--- src/rtl/hex_scan_mux.sv ---
// Time-multiplexed hex digit scanner feeding a shared 7-segment decoder.
// New values are double-buffered and swapped in only at frame boundaries.
module hex_scan_mux #(
   parameter int DIGITS    = 4,
   parameter int DIV       = 1000,
   parameter int BLANK_CYC = 2
) (
   input  logic                  clk,
   input  logic                  rst,
   input  logic                  load_valid,
   output logic                  load_ready,
   input  logic [4*DIGITS-1:0]   load_data,
   input  logic                  lz_en,
   output logic [3:0]            nibble,
   output logic [DIGITS-1:0]     dig_en,
   output logic                  frame_start
);

   localparam int MAXC = (DIV > BLANK_CYC) ? DIV : BLANK_CYC;
   localparam int CW   = (MAXC > 1) ? $clog2(MAXC) : 1;
   localparam int IW   = $clog2(DIGITS);

   localparam logic [CW-1:0] DIV_LAST   = CW'(DIV - 1);
   localparam logic [CW-1:0] BLANK_LAST = CW'((BLANK_CYC > 0) ? BLANK_CYC - 1 : 0);
   localparam logic [IW-1:0] IDX_LAST   = IW'(DIGITS - 1);

   typedef enum logic {BLANK, SHOW} state_t;

   // Each digit slot opens in BLANK, or directly in SHOW when blanking is disabled.
   localparam state_t SLOT_FIRST = (BLANK_CYC > 0) ? BLANK : SHOW;

   state_t                state_q, state_d;
   logic [IW-1:0]         idx_q, idx_d;
   logic [CW-1:0]         cnt_q, cnt_d;
   logic [4*DIGITS-1:0]   active_q, active_d;
   logic [4*DIGITS-1:0]   pend_q, pend_d;
   logic                  pend_vld_q, pend_vld_d;

   logic                  accept;
   logic                  slot_end;
   logic                  frame_end;
   logic [3:0]            cur_nib;
   logic                  suppress;

   assign load_ready = !pend_vld_q && !rst;
   assign accept     = load_valid && load_ready;
   assign slot_end   = (state_q == SHOW) && (cnt_q == DIV_LAST);
   assign frame_end  = slot_end && (idx_q == IDX_LAST);

   always_ff @(posedge clk) begin
      if (rst) begin
         state_q    <= SLOT_FIRST;
         idx_q      <= '0;
         cnt_q      <= '0;
         active_q   <= '0;
         pend_q     <= '0;
         pend_vld_q <= 1'b0;
      end else begin
         state_q    <= state_d;
         idx_q      <= idx_d;
         cnt_q      <= cnt_d;
         active_q   <= active_d;
         pend_q     <= pend_d;
         pend_vld_q <= pend_vld_d;
      end
   end

   always_comb begin
      state_d = state_q;
      idx_d   = idx_q;
      cnt_d   = cnt_q + 1'b1;
      unique case (state_q)
         BLANK: begin
            if (cnt_q == BLANK_LAST) begin
               cnt_d   = '0;
               state_d = SHOW;
            end
         end
         SHOW: begin
            if (slot_end) begin
               cnt_d   = '0;
               idx_d   = (idx_q == IDX_LAST) ? '0 : idx_q + 1'b1;
               state_d = SLOT_FIRST;
            end
         end
         default: state_d = SLOT_FIRST;
      endcase

      // Swap and accept never coincide: accept requires the pending slot empty.
      active_d   = active_q;
      pend_d     = pend_q;
      pend_vld_d = pend_vld_q;
      if (frame_end && pend_vld_q) begin
         active_d   = pend_q;
         pend_vld_d = 1'b0;
      end
      if (accept) begin
         pend_d     = load_data;
         pend_vld_d = 1'b1;
      end
   end

   always_comb begin
      cur_nib     = active_q[{idx_q, 2'b00} +: 4];
      suppress    = lz_en && (idx_q != '0) && ((active_q >> {idx_q, 2'b00}) == '0);
      nibble      = '0;
      dig_en      = '0;
      frame_start = 1'b0;
      if (!rst) begin
         frame_start = (state_q == SLOT_FIRST) && (idx_q == '0) && (cnt_q == '0);
         if ((state_q == SHOW) && !suppress) begin
            nibble        = cur_nib;
            dig_en[idx_q] = 1'b1;
         end
      end
   end

endmodule

--- config.mk ---
export PLATFORM = sky130hd
export DESIGN_NAME = hex_scan_mux
export DESIGN_NICKNAME = d
export VERILOG_FILES = /design/src/rtl/hex_scan_mux.sv
export SDC_FILE = /design/constraint.sdc
export NUM_CORES = 1
export LEC_CHECK = 0
export ABC_AREA = 1
export BUFFER_PORTS_ARGS = -buffer_cell sky130_fd_sc_hd__buf_4
export CAP_MARGIN = 10
export CORE_ASPECT_RATIO = 1.25
export CORE_MARGIN = 4
export CORE_UTILIZATION = 35
export CTS_CLUSTER_DIAMETER = 200
export DETAILED_ROUTE_END_ITERATION = 10
export SLEW_MARGIN = 20
export SYNTH_ARGS = -nofsm -noshare
export SYNTH_HDL_FRONTEND = slang
export SYNTH_SLANG_ARGS = --single-unit
--- constraint.sdc ---
create_clock -name clk -period 4.6 [get_ports clk]
set_input_delay 0.23 -clock clk [delete_from_list [all_inputs] [get_ports clk]]
set_output_delay 0.23 -clock clk [all_outputs]
set_load 0.02 [all_outputs]
# Word level (Yosys, flattened, before mapping)
# Cells that the tools add are included.
[word_totals] mem_bits_rw=0 n_memories=0 in_bits=20 word_cells=52 output_inout_bits=10 latchBits=0 reg_bits=46 mem_bits_ro=0
[op_classes] shift=2 reduce_logical=20 muxes=16 addsub=2 n_lt_le_gt_ge=2 n_mul=0 n_bitwise=1 eq_ne=3 n_div=0
[ops] operator="$mux W10" n=2
[ops] operator="$pmux W10 S2" n=1
[ops] operator="$logic_not A16 Y1" n=1
[ops] operator="$mux W4" n=4
[ops] operator="$shiftx A16 B5 Y4" n=1
[ops] operator="$shr A16 B4 Y16" n=1
[ops] operator="$logic_and A1 B1 Y1" n=11
[ops] operator="$add A10 B1 Y10 const B" n=1
[ops] operator="$eq A10 B1 Y1 const B" n=1
[ops] operator="$eq A10 B10 Y1 const B" n=1
[ops] operator="$logic_not A10 Y1" n=1
[ops] operator="$mux W1" n=6
[ops] operator="$reduce_bool A2 Y1" n=2
[ops] operator="$logic_not A1 Y1" n=3
[ops] operator="$lt A2 B3 Y1 const B" n=1
[ops] operator="$add A2 B1 Y2 const B" n=1
[ops] operator="$demux W1 S2" n=1
[ops] operator="$eq A2 B2 Y1 const B" n=1
[ops] operator="$ge A2 B1 Y1 const B" n=1
[ops] operator="$logic_not A2 Y1" n=1
[ops] operator="$mux W2" n=1
[ops] operator="$pmux W1 S2" n=1
[ops] operator="$reduce_and A2 Y1" n=1
[ops] operator="$not A1 Y1" n=1

# Longest topological paths before layout
# Gate-level depths: netlist of the first run.
[depth] depth_word=7 mapped_depth=11 depth_no_buf=10

# Worst setup path after synthesis of the first run
# No wires, ideal clock.
[synth_timing] path_type="register to output" startpoint="reg idx_q[1]" endpoint="out dig_en[0]" arrival_ns=1.503 setup_slack_ns=2.867 n_path_buf=0 stages_incl_launch_ff=11 cell_sequence="dfxtp_1 > clkinv_1 > ha_1 > inv_1 > nand2_1 > nor2_1 > nand2_1 > nor2_1 > nand3_1 > nand2_1 > nor2_1"
[synth_via] elab_chain_cells=7 word_cells_on_any_way=14
[synth_rtl] element="from (decl)" line="33" rtl="logic [IW-1:0] idx_q, idx_d;"
[synth_rtl] element="from (signal assigned)" line="60" rtl="idx_q <= idx_d;"
[synth_rtl] element="$shr A16 B4 Y16 / $reduce_bool A2 Y1 (equally long branches)" line="105" rtl="suppress = lz_en && (idx_q != '0) && ((active_q >> {idx_q, 2'b00}) == '0);"
[synth_rtl] element="$logic_not A16 Y1 / $logic_and A1 B1 Y1 (equally long branches)" line="105"
[synth_rtl] element="$logic_and A1 B1 Y1" line="105"
[synth_rtl] element="$logic_not A1 Y1" line="111" rtl="if ((state_q == SHOW) && !suppress) begin"
[synth_rtl] element="$logic_and A1 B1 Y1" line="111"
[synth_rtl] element="$mux W4 *" line="111"
[synth_rtl] element="$mux W4 *" line="109" rtl="if (!rst) begin"
[synth_rtl] element="to (decl)" line="15" rtl="output logic [DIGITS-1:0] dig_en,"
# Every way passes the cells marked *; elsewhere a longest branch is shown, timed or not.

# Worst setup path after layout of the first run
[layout_timing] startpoint="reg idx_q[0]" endpoint="out dig_en[0]"
# The elaborated chain is that of the path after synthesis.

==> impl_metrics.json, run 1 <==
{
  "synth_area_leaders": "dfxtp_1 (40%), nand2_1 (12%), nor2_1 (7.6%)",
  "drtIter0Drc": 104,
  "cellPowerDensity_mw_per_mm2": 293.7,
  "synthCells": 321,
  "grt_setup_unrepaired": "no",
  "syn_area_sq_mm": 0.002322,
  "place_area_sq_mm": 0.002594,
  "insertion_delay_ns": 0.29,
  "clkSinkCount": 46,
  "hold_viol_final": 0,
  "grt_usage": 0.1388,
  "hp-start": "load_data[1]",
  "crit_fanout": 13,
  "synth_nets": 348,
  "synth_edf_count": 0,
  "reg2reg_slack_ns": 2.76,
  "h-tree-depth": 2,
  "reg2reg_to": "active_q[11]$_SDFFE_PP0P_",
  "fp.dieArea_sq_mm": 0.008010,
  "synth_common_cells": "nand2_1 (75), nor2_1 (47), dfxtp_1 (46)",
  "grt_overflow": 0,
  "dp_hpwl_microns": 3637,
  "min_path_type": "in -> reg",
  "worstMarginPinSlew_ns": 0.8072,
  "synth_seq_cells": 46,
  "synth_ff_type": "dfxtp_1",
  "status": "completed",
  "grt_pass1_wl_microns": 8942,
  "p_leak_uw": 0.001184,
  "via_per_inst": 4.649,
  "slew_viol_final": 0,
  "port_buffers": 29,
  "drc_errors": 0,
  "drv_cap": 0,
  "cts_buffers": 5,
  "ir_drop_uv": 112.7,
  "finalSetupViolCount": 0,
  "ant_nets": 0,
  "fin_setup_tns_ns": 0,
  "stdcell_area_sq_mm": 0.002699,
  "hold_buffers": 0,
  "cp.arrival_ns": 2.27,
  "fin_nets": 371,
  "cp-startpoint": "idx_q[0]$_SDFFE_PP0P_",
  "slew_headroom": 0.4611,
  "fin_crit_ns": 2.500,
  "initial_core_util": 0.3671,
  "ctsResizeCount": 0,
  "period_share": 0.5435,
  "num_vias": 1999,
  "r2r_start": "cnt_q[0]$_SDFF_PP0_",
  "area_delta_synth_final_pct": 16.22,
  "drive_gt1_frac": 0.1942,
  "required_ns": 4.37,
  "die_width_microns": 80.86,
  "synth_cell_type_count": 29,
  "drt_first_pass_iters": 4,
  "synth_top_area_share": 0.3966,
  "fin_skew_ns": 0.001922,
  "pin_count": 30,
  "postCtsSetupRepairBufs": 0,
  "grt_max_degree": 31,
  "synth.largest_area_cell": "dfxtp_1",
  "worstSetupPathType": "reg -> out",
  "root_buffer": "clkbuf_8",
  "synth.most_common_cell": "nand2_1",
  "routed_wl_microns": 4940,
  "grt_pass1_vias": 2003,
  "r2r_cells": 9,
  "wl_per_cell_microns": 11.49,
  "routabilityCongestion": 0.8417,
  "ys_warn_count": 0,
  "synth_area_per_cell_sq_um": 7.234,
  "seq_area_frac_synth": 0.3966,
  "fmax_mhz": 400.0,
  "die_h_microns": 99.07,
  "whs_endpoint": "pend_q[1]$_SDFFE_PP0P_",
  "core.rowCount": 32,
  "core_area_sq_mm": 0.006326,
  "clockBufferDepth": 2,
  "start_kind": "flop",
  "min_delay_path_depth": 3,
  "antenna_found_initial": 0,
  "async_reset_ff_frac": 0,
  "n_antenna_cell": 0,
  "cts.clk_slew.worst_paths_ns": 0.09,
  "setup.worst_path.end_class": "primary output",
  "tritoncts": "done"
}
## layout by cell type (no fill, tap or decap), types with 16 or more instances in the layout
master    n
nand4_1  18
buf_4    31
dfxtp_1  46
o31ai_1  16
nor2_2   18
nor2_1   47
nand3_1  17
nand2_1  75
inv_1    30
## power by group
group | internal, uW | switching [uW] | leakage [uW]
combinational | 35.2 | 48.4 | 0.000756
sequential | 415 | 20.2 | 0.000374
clock | 138 | 136 | 0.0000544
total | 588 | 205 | 0.00118
## metrics by stage
| stage | total power [uW] | hold slack [ns] | utilization | setup slack, ns | instances |
|---|---|---|---|---|---|
| 2_1_floorplan | 495.3 | 0.3427 | - | 2.867 | 321 |
| 3_3_place_gp | 528.8 | 0.4294 | 0.4100 | 2.448 | 422 |
| 3_5_place_dp | 529.5 | 0.4336 | 0.4100 | 2.421 | 422 |
| 4_1_cts | 805.3 | 0.1153 | 0.4266 | 2.078 | 430 |
| 5_1_grt | 841.0 | 0.1207 | 0.4266 | 1.766 | 430 |
| 6_report | 792.8 | 0.1270 | 0.4266 | 2.100 | 430 |
## layout make-up
| class | count | area, sq um |
|---|---|---|
| repair buffers | 31 | 232.7 |
| inverters | 34 | 127.6 |
| multi-input cells | 226 | 1206 |
| clock inverters | 1 | 8.758 |
| clock buffers | 7 | 96.34 |
| fillers | 710 | 3627 |
| well taps | 85 | 106.4 |
| flip-flops and latches | 46 | 920.9 |
## sequential cells by signal, indices dropped and copies added, names as in the netlist
name / cells
active_q: 16
state_q: 1
pend_vld_q: 1
idx_q: 2
cnt_q: 10
pend_q: 16
## layer usage
metal,share of wire,GRT usage
met5,0,0
met4,0.013,0.03901
met3,0.036,0.03291
met2,0.49,0.2340
met1,0.46,0.1740
## worst max path at each step
stage / endpoint / slack, ns
4_1_cts: dig_en[1] / 2.08
3_5_place_dp: dig_en[1] / 2.42
2_1_floorplan: dig_en[0] / 2.87
5_1_grt: dig_en[0] / 1.77
6_report: dig_en[0] / 2.10
3_3_place_gp: nibble[2] / 2.45
## cells by family after synthesis
group | after synthesis | synth area share
AND/OR/NAND/NOR | 186 | 0.3788
buffers and inverters | 49 | 0.08620
flip-flops | 46 | 0.3966
AO/OA/AOI/OAI | 26 | 0.07436
XOR/XNOR | 7 | 0.02640
adder cells (fa/ha/maj) | 7 | 0.03771
## worst max-delay path, cell delays in order (launching register included)
cell	delay [ns]
dfxtp_1	0.54
inv_1	0.28
ha_1	0.31
inv_1	0.06
nand2_1	0.04
nor2_1	0.09
nand2_1	0.05
nor2_1	0.08
nand3_1	0.07
nand2_1	0.21
nor2_1	0.08
buf_4	0.16
No activity file was read; power rests on OpenSTA's default activity.
==> inputs of run 2 (changes only) <==
Clock period 4.6 ns to 2.35 ns, I/O delays scaled along.
==> run 2 against run 1 <==
Cell count rose by 1.2%; combinational power rose by 130%; sequential power rose by 91%; sequential cell count did not move; via count rose by 0.60%; critical endpoint is now dig_en[1]; largest cell class unchanged; largest power group unchanged.
==> impl_metrics.json, run 2 (synthesized netlist as in run 1, its figures left out) <==
{
  "drv_cap": 0,
  "max_stage_delay_ns": 0.36,
  "crit_end": "dig_en[1]",
  "holdWs_ns": 0.008821,
  "slowest_stage": "dfxtp_1",
  "finalNonFillerCells": 435,
  "finalSetupViolCount": 0,
  "fin_crit_ns": 2.105,
  "placed_cells": 425,
  "r2r_cells": 9,
  "reg_top3": "active_q x16, pend_q x16, cnt_q x10",
  "fmax_mhz": 475.0,
  "clockBufferDepth": 2,
  "ant_nets": 0,
  "n_antenna_cell": 0,
  "required_ns": 2.23,
  "insertion_delay_ns": 0.30,
  "slew_viol_final": 0,
  "crit_family": "simple AND/OR/NAND/NOR gates",
  "final_common_cell": "nand2_1",
  "drc_errors": 0,
  "cp.buffers_inverters": 3,
  "crit_fanout": 13,
  "drive_gt1_frac": 0.2000,
  "dp_hpwl_microns": 3626,
  "fin_nets": 376,
  "tritoncts": "done",
  "core.rowCount": 32,
  "grt_usage": 0.1365,
  "num_vias": 2011,
  "cts_buffers": 5,
  "antenna_found_initial": 0,
  "port_buffers": 29,
  "routabilityCongestion": 0.8412,
  "grt_pass1_wl_microns": 8887,
  "die_h_microns": 99.07,
  "pin_count": 30,
  "core_area_sq_mm": 0.006326,
  "cts.clk_slew.worst_paths_ns": 0.09,
  "wl_per_cell_microns": 11.30,
  "start_kind": "flop",
  "period_share": 0.8958,
  "reg2reg_to": "active_q[11]$_SDFFE_PP0P_",
  "r2r_start": "cnt_q[0]$_SDFF_PP0_",
  "status": "completed",
  "grt_pass1_vias": 1980,
  "initial_core_util": 0.3671,
  "p_leak_uw": 0.001212,
  "via_per_inst": 4.623,
  "clkSinkCount": 46,
  "root_buffer": "clkbuf_8",
  "most-common-layout-cells": "nand2_1 (75), nor2_1 (47), dfxtp_1 (46)",
  "cellPowerDensity_mw_per_mm2": 590.5,
  "worstMarginPinSlew_ns": 0.5098,
  "fp.dieArea_sq_mm": 0.008010,
  "worstSetupPathType": "reg -> out",
  "h-tree-depth": 2,
  "hold_viol_final": 0,
  "ctsResizeCount": 0,
  "grt_max_degree": 25,
  "ir_drop_uv": 348.8,
  "routed_wl_microns": 4917,
  "fin_setup_tns_ns": 0,
  "slew_headroom": 0.6586,
  "area_delta_synth_final_pct": 18.37,
  "timing.critical_path.cells": "inv_1 -> ha_1 -> inv_1 -> nand2_1 -> nor2_1 -> nand2_1 -> nor2_1 -> nand3_1 -> nand2_1 -> nor2_1 -> buf_4",
  "die_width_microns": 80.86,
  "drt_first_pass_iters": 4,
  "min_path_type": "in -> reg",
  "grt_overflow": 0,
  "utilization": 0.4345,
  "cp-startpoint": "idx_q[0]$_SDFFE_PP0P_",
  "drtIter0Drc": 128,
  "grt_setup_unrepaired": "no",
  "cp.arrival_ns": 1.99,
  "crit_cells": 11,
  "setup.worst_path.end_class": "primary output",
  "p_total_uw": 1623,
  "reg2reg_slack_ns": 0.57,
  "fin_skew_ns": 0.007016
}
run 2: cell count changes in the layout (fill, tap and decap cells not counted), sizes merged:
| cell | change |
|---|---|
| dlygate4sd3 | +2 |
| clkbuf | -2 |
| inv | +1 |
| bufinv | +1 |
| buf | +3 |
run 2: worst min path at each step:
stage | startpoint | end | slack [ns] | cells after the start
6_report | load_data[2] | pend_q[2]$_SDFFE_PP0P_ | 0.009 | 3
5_1_grt | load_data[12] | pend_q[12]$_SDFFE_PP0P_ | 0.01 | 3
4_1_cts | load_data[8] | pend_q[8]$_SDFFE_PP0P_ | 0.0007 | 3
3_5_place_dp | load_data[7] | pend_q[7]$_SDFFE_PP0P_ | 0.32 | 3
3_3_place_gp | load_data[4] | pend_q[4]$_SDFFE_PP0P_ | 0.31 | 3
2_1_floorplan | load_data[0] | pend_q[0]$_SDFFE_PP0P_ | 0.23 | 2
run 2: metal layers:
layer	track usage	share of wire	vias up
met5	0	0	-
li1	-	-	1080
met3	0.02925	0.033	7
met2	0.2264	0.49	26
met1	0.1715	0.46	898
met4	0.04941	0.017	0
run 2: metrics by stage:
stage	setup slack, ns	cell area, sq um
after global placement	0.5782	2616
after floorplan	0.7300	2322
after CTS	0.2101	2749
after global routing	0.07523	2749
after detailed placement	0.5468	2616
final	0.2448	2749
run 2: what timing repair did:
action	CTS	global route
hold buffers	2	0
hold endpoints to repair	2	0
buffers inserted	0	0
endpoints found under the setup margin	0	0
run 2: report_power, final:
| part | internal (uW) | switching [uW] |
|---|---|---|
| Clock | 319 | 279 |
| Sequential | 812 | 19.9 |
| Combinational | 76.1 | 117 |
run 2: worst register-to-register path, delay by kind of cell, from the launching register on:
family	cells	cell delay (ns)
flops	1	0.41
simple gates	7	0.99
fa+ha+maj	1	0.23
buf+inv	1	0.09
run 2: layout make-up:
type,instances,area [sq um]
fillers,715,3577
clock inverters,3,43.79
flip-flops and latches,46,920.9
multi-input cells,226,1206
inverters,34,127.6
clock buffers,5,68.82
well taps,85,106.4
repair buffers,36,275.3
==> inputs of run 3 (changes only) <==
Settings changed: ABC_AREA 1 to 0, GPL_TIMING_DRIVEN set to 0.
==> run 3 against run 2 <==
Largest cell class unchanged; utilization grew 2.1 points; non-clock buffer count grew 14; hold slack lost 0.0043 ns; fmax shrank 7.9%; via count shrank 15%; critical path depth shrank 5; power grew 5.7%; final area shrank 3.6%.
==> impl_metrics.json, run 3 <==
{
  "hp-start": "load_data[1]",
  "wl_per_cell_microns": 13.66,
  "period_share": 0.9728,
  "pin_count": 30,
  "n_antenna_cell": 0,
  "synth_common_cells": "dfxtp_1 (46), nor2_1 (31), nand2_1 (24)",
  "max_stage_delay_ns": 0.52,
  "cts_buffers": 5,
  "r2r_cells": 7,
  "worstMarginPinSlew_ns": 0.4819,
  "synth_nets": 257,
  "insertion_delay_ns": 0.30,
  "synth_area_leaders": "dfxtp_1 (44%), mux2i_1 (8.1%), nor2_1 (5.5%)",
  "reg2reg_slack_ns": 0.53,
  "final_common_cell": "dfxtp_1",
  "drt_first_pass_iters": 4,
  "synth.most_common_cell": "dfxtp_1",
  "crit_family": "compound AO/OA/AOI/OAI gates",
  "slowest_stage": "mux4_2",
  "die_width_microns": 77.32,
  "core.rowCount": 31,
  "timing.critical_path.cells": "buf_6 -> mux4_2 -> a211o_4 -> a2111oi_4 -> nor2_1 -> buf_4",
  "synth_top_area_share": 0.4381,
  "worstSetupPathType": "reg -> out",
  "p_total_uw": 1717,
  "clockBufferDepth": 2,
  "required_ns": 2.23,
  "cellPowerDensity_mw_per_mm2": 647.7,
  "utilization": 0.4555,
  "num_vias": 1716,
  "die_h_microns": 94.65,
  "synthCells": 230,
  "fp.dieArea_sq_mm": 0.007317,
  "min_path_type": "in -> reg",
  "placed_cells": 325,
  "async_reset_ff_frac": 0,
  "fin_skew_ns": 0.01142,
  "fmax_mhz": 437.5,
  "h-tree-depth": 2,
  "finalNonFillerCells": 341,
  "p_leak_uw": 0.001182,
  "core_area_sq_mm": 0.005818,
  "grt_usage": 0.1305,
  "root_buffer": "clkbuf_8",
  "fin_nets": 301,
  "tritoncts": "done",
  "fin_setup_tns_ns": 0,
  "synth_ff_type": "dfxtp_1",
  "clkSinkCount": 46,
  "synth.largest_area_cell": "dfxtp_1",
  "fin_crit_ns": 2.286,
  "status": "completed",
  "crit_fanout": 4,
  "synth_area_per_cell_sq_um": 9.139,
  "grt_setup_unrepaired": "yes",
  "via_per_inst": 5.032,
  "drive_gt1_frac": 0.2109,
  "start_kind": "flop",
  "hold_viol_final": 0,
  "pre_cts_slack_ns": -0.3065,
  "setup.worst_path.end_class": "primary output",
  "synth_cell_type_count": 33,
  "port_buffers": 29,
  "finalWorstSetupSlack_ns": 0.06404,
  "ys_warn_count": 0,
  "area_delta_synth_final_pct": 26.07,
  "nFillCells": 578,
  "drc_errors": 0,
  "whs_endpoint": "pend_q[1]$_SDFFE_PP0P_",
  "slew_viol_final": 0,
  "ir_drop_uv": 325.7,
  "seq_area_frac_synth": 0.4381,
  "reg_top3": "active_q x16, pend_q x16, cnt_q x10",
  "cp.buffers_inverters": 2,
  "slew_headroom": 0.6780,
  "synth_edf_count": 0,
  "drtIter0Drc": 40,
  "finalSetupViolCount": 0,
  "grt_pass1_vias": 1585,
  "cts.clk_slew.worst_paths_ns": 0.09,
  "drv_cap": 0,
  "synth_seq_cells": 46,
  "ant_nets": 0,
  "reg2reg_to": "active_q[3]$_SDFFE_PP0P_",
  "initial_core_util": 0.3613,
  "grt_max_degree": 15,
  "antenna_found_initial": 0,
  "grt_pass1_wl_microns": 7486,
  "most-common-layout-cells": "dfxtp_1 (44), buf_4 (35), nor2_1 (31)",
  "min_delay_path_depth": 3,
  "grt_overflow": 0,
  "cp.arrival_ns": 2.17,
  "syn_area_sq_mm": 0.002102,
  "routed_wl_microns": 4659,
  "routabilityCongestion": 0.8512,
  "dp_hpwl_microns": 3325,
  "r2r_start": "cnt_q[4]$_SDFF_PP0_"
}
-- run 3: layout make-up --
class / count / area [sq um] / area share
Inverter: 7 / 28.78 / 0.01086
Multi-Input combinational cell: 164 / 1114 / 0.4202
Clock buffer: 6 / 82.58 / 0.03116
Timing Repair Buffer: 37 / 290.3 / 0.1095
Tap cell: 66 / 82.58 / 0.03116
Buffer: 13 / 66.31 / 0.02502
Clock inverter: 2 / 60.06 / 0.02266
Sequential cell: 46 / 925.9 / 0.3494
-- run 3: worst max path at each step --
stage,startpoint,to,slack [ns],cells after the start
after floorplan,idx_q[0]$_SDFFE_PP0P_,dig_en[1],0.05,7
after global routing,idx_q[1]$_SDFFE_PP0P_,dig_en[1],-0.001,6
after global placement,idx_q[0]$_SDFFE_PP0P_,dig_en[3],-0.26,8
after detailed placement,idx_q[0]$_SDFFE_PP0P_,dig_en[1],-0.31,8
final,idx_q[1]$_SDFFE_PP0P_,dig_en[1],0.06,6
after CTS,idx_q[0]$_SDFFE_PP0P_,dig_en[3],0.009,6
-- run 3: routing by layer --
layer | GRT usage | up-vias | wire (microns)
li1 | - | 868 | -
met3 | 0.03340 | 5 | 199
met1 | 0.1660 | 809 | 2240
met5 | 0 | - | 0
met2 | 0.2133 | 34 | 2164
met4 | 0.04896 | 0 | 55
-- run 3: through the flow --
stage	hold WS (ns)	instance area (sq um)
6_report	0.004527	2650
5_1_grt	0.006518	2650
4_1_cts	0.001085	2630
3_5_place_dp	0.3169	2402
3_3_place_gp	0.3120	2402
2_1_floorplan	0.2261	2102
-- run 3: kinds of logic (layout without fill, tap and decap cells) --
group | after synthesis | in the layout | share of synthesized area
AND/OR/NAND/NOR | 105 | 105 | 0.2494
flip-flops | 46 | 46 | 0.4381
AO/OA/AOI/OAI | 24 | 24 | 0.07322
multiplexers | 21 | 21 | 0.1292
buffers and inverters | 20 | 65 | 0.03929
adder cells (fa/ha/maj) | 7 | 7 | 0.04166
XOR/XNOR | 7 | 7 | 0.02917
-- run 3: worst reg2reg max path: cells and delay by family, from the launching register on --
family	cells	cell delay, ns
flip-flops	1	0.31
buffers and inverters	3	0.70
AND/OR/NAND/NOR	3	0.47
multiplexers	1	0.21
-- run 3: repair_timing --
item | 4_1_cts | 5_1_grt
pin swaps | 4 | 1
endpoints found under the hold margin | 2 | 0
hold buffers | 2 | 0
buffers inserted | 5 | 1
gates resized for setup | 9 | 7
setup endpoints to repair | 3 | 3
-- run 3: report_power, final --
group          switching (uW)  internal (uW)  leakage, uW
Clock                     274            454    0.0000714
Combinational            82.8           71.0     0.000735
Sequential               24.1            811     0.000376
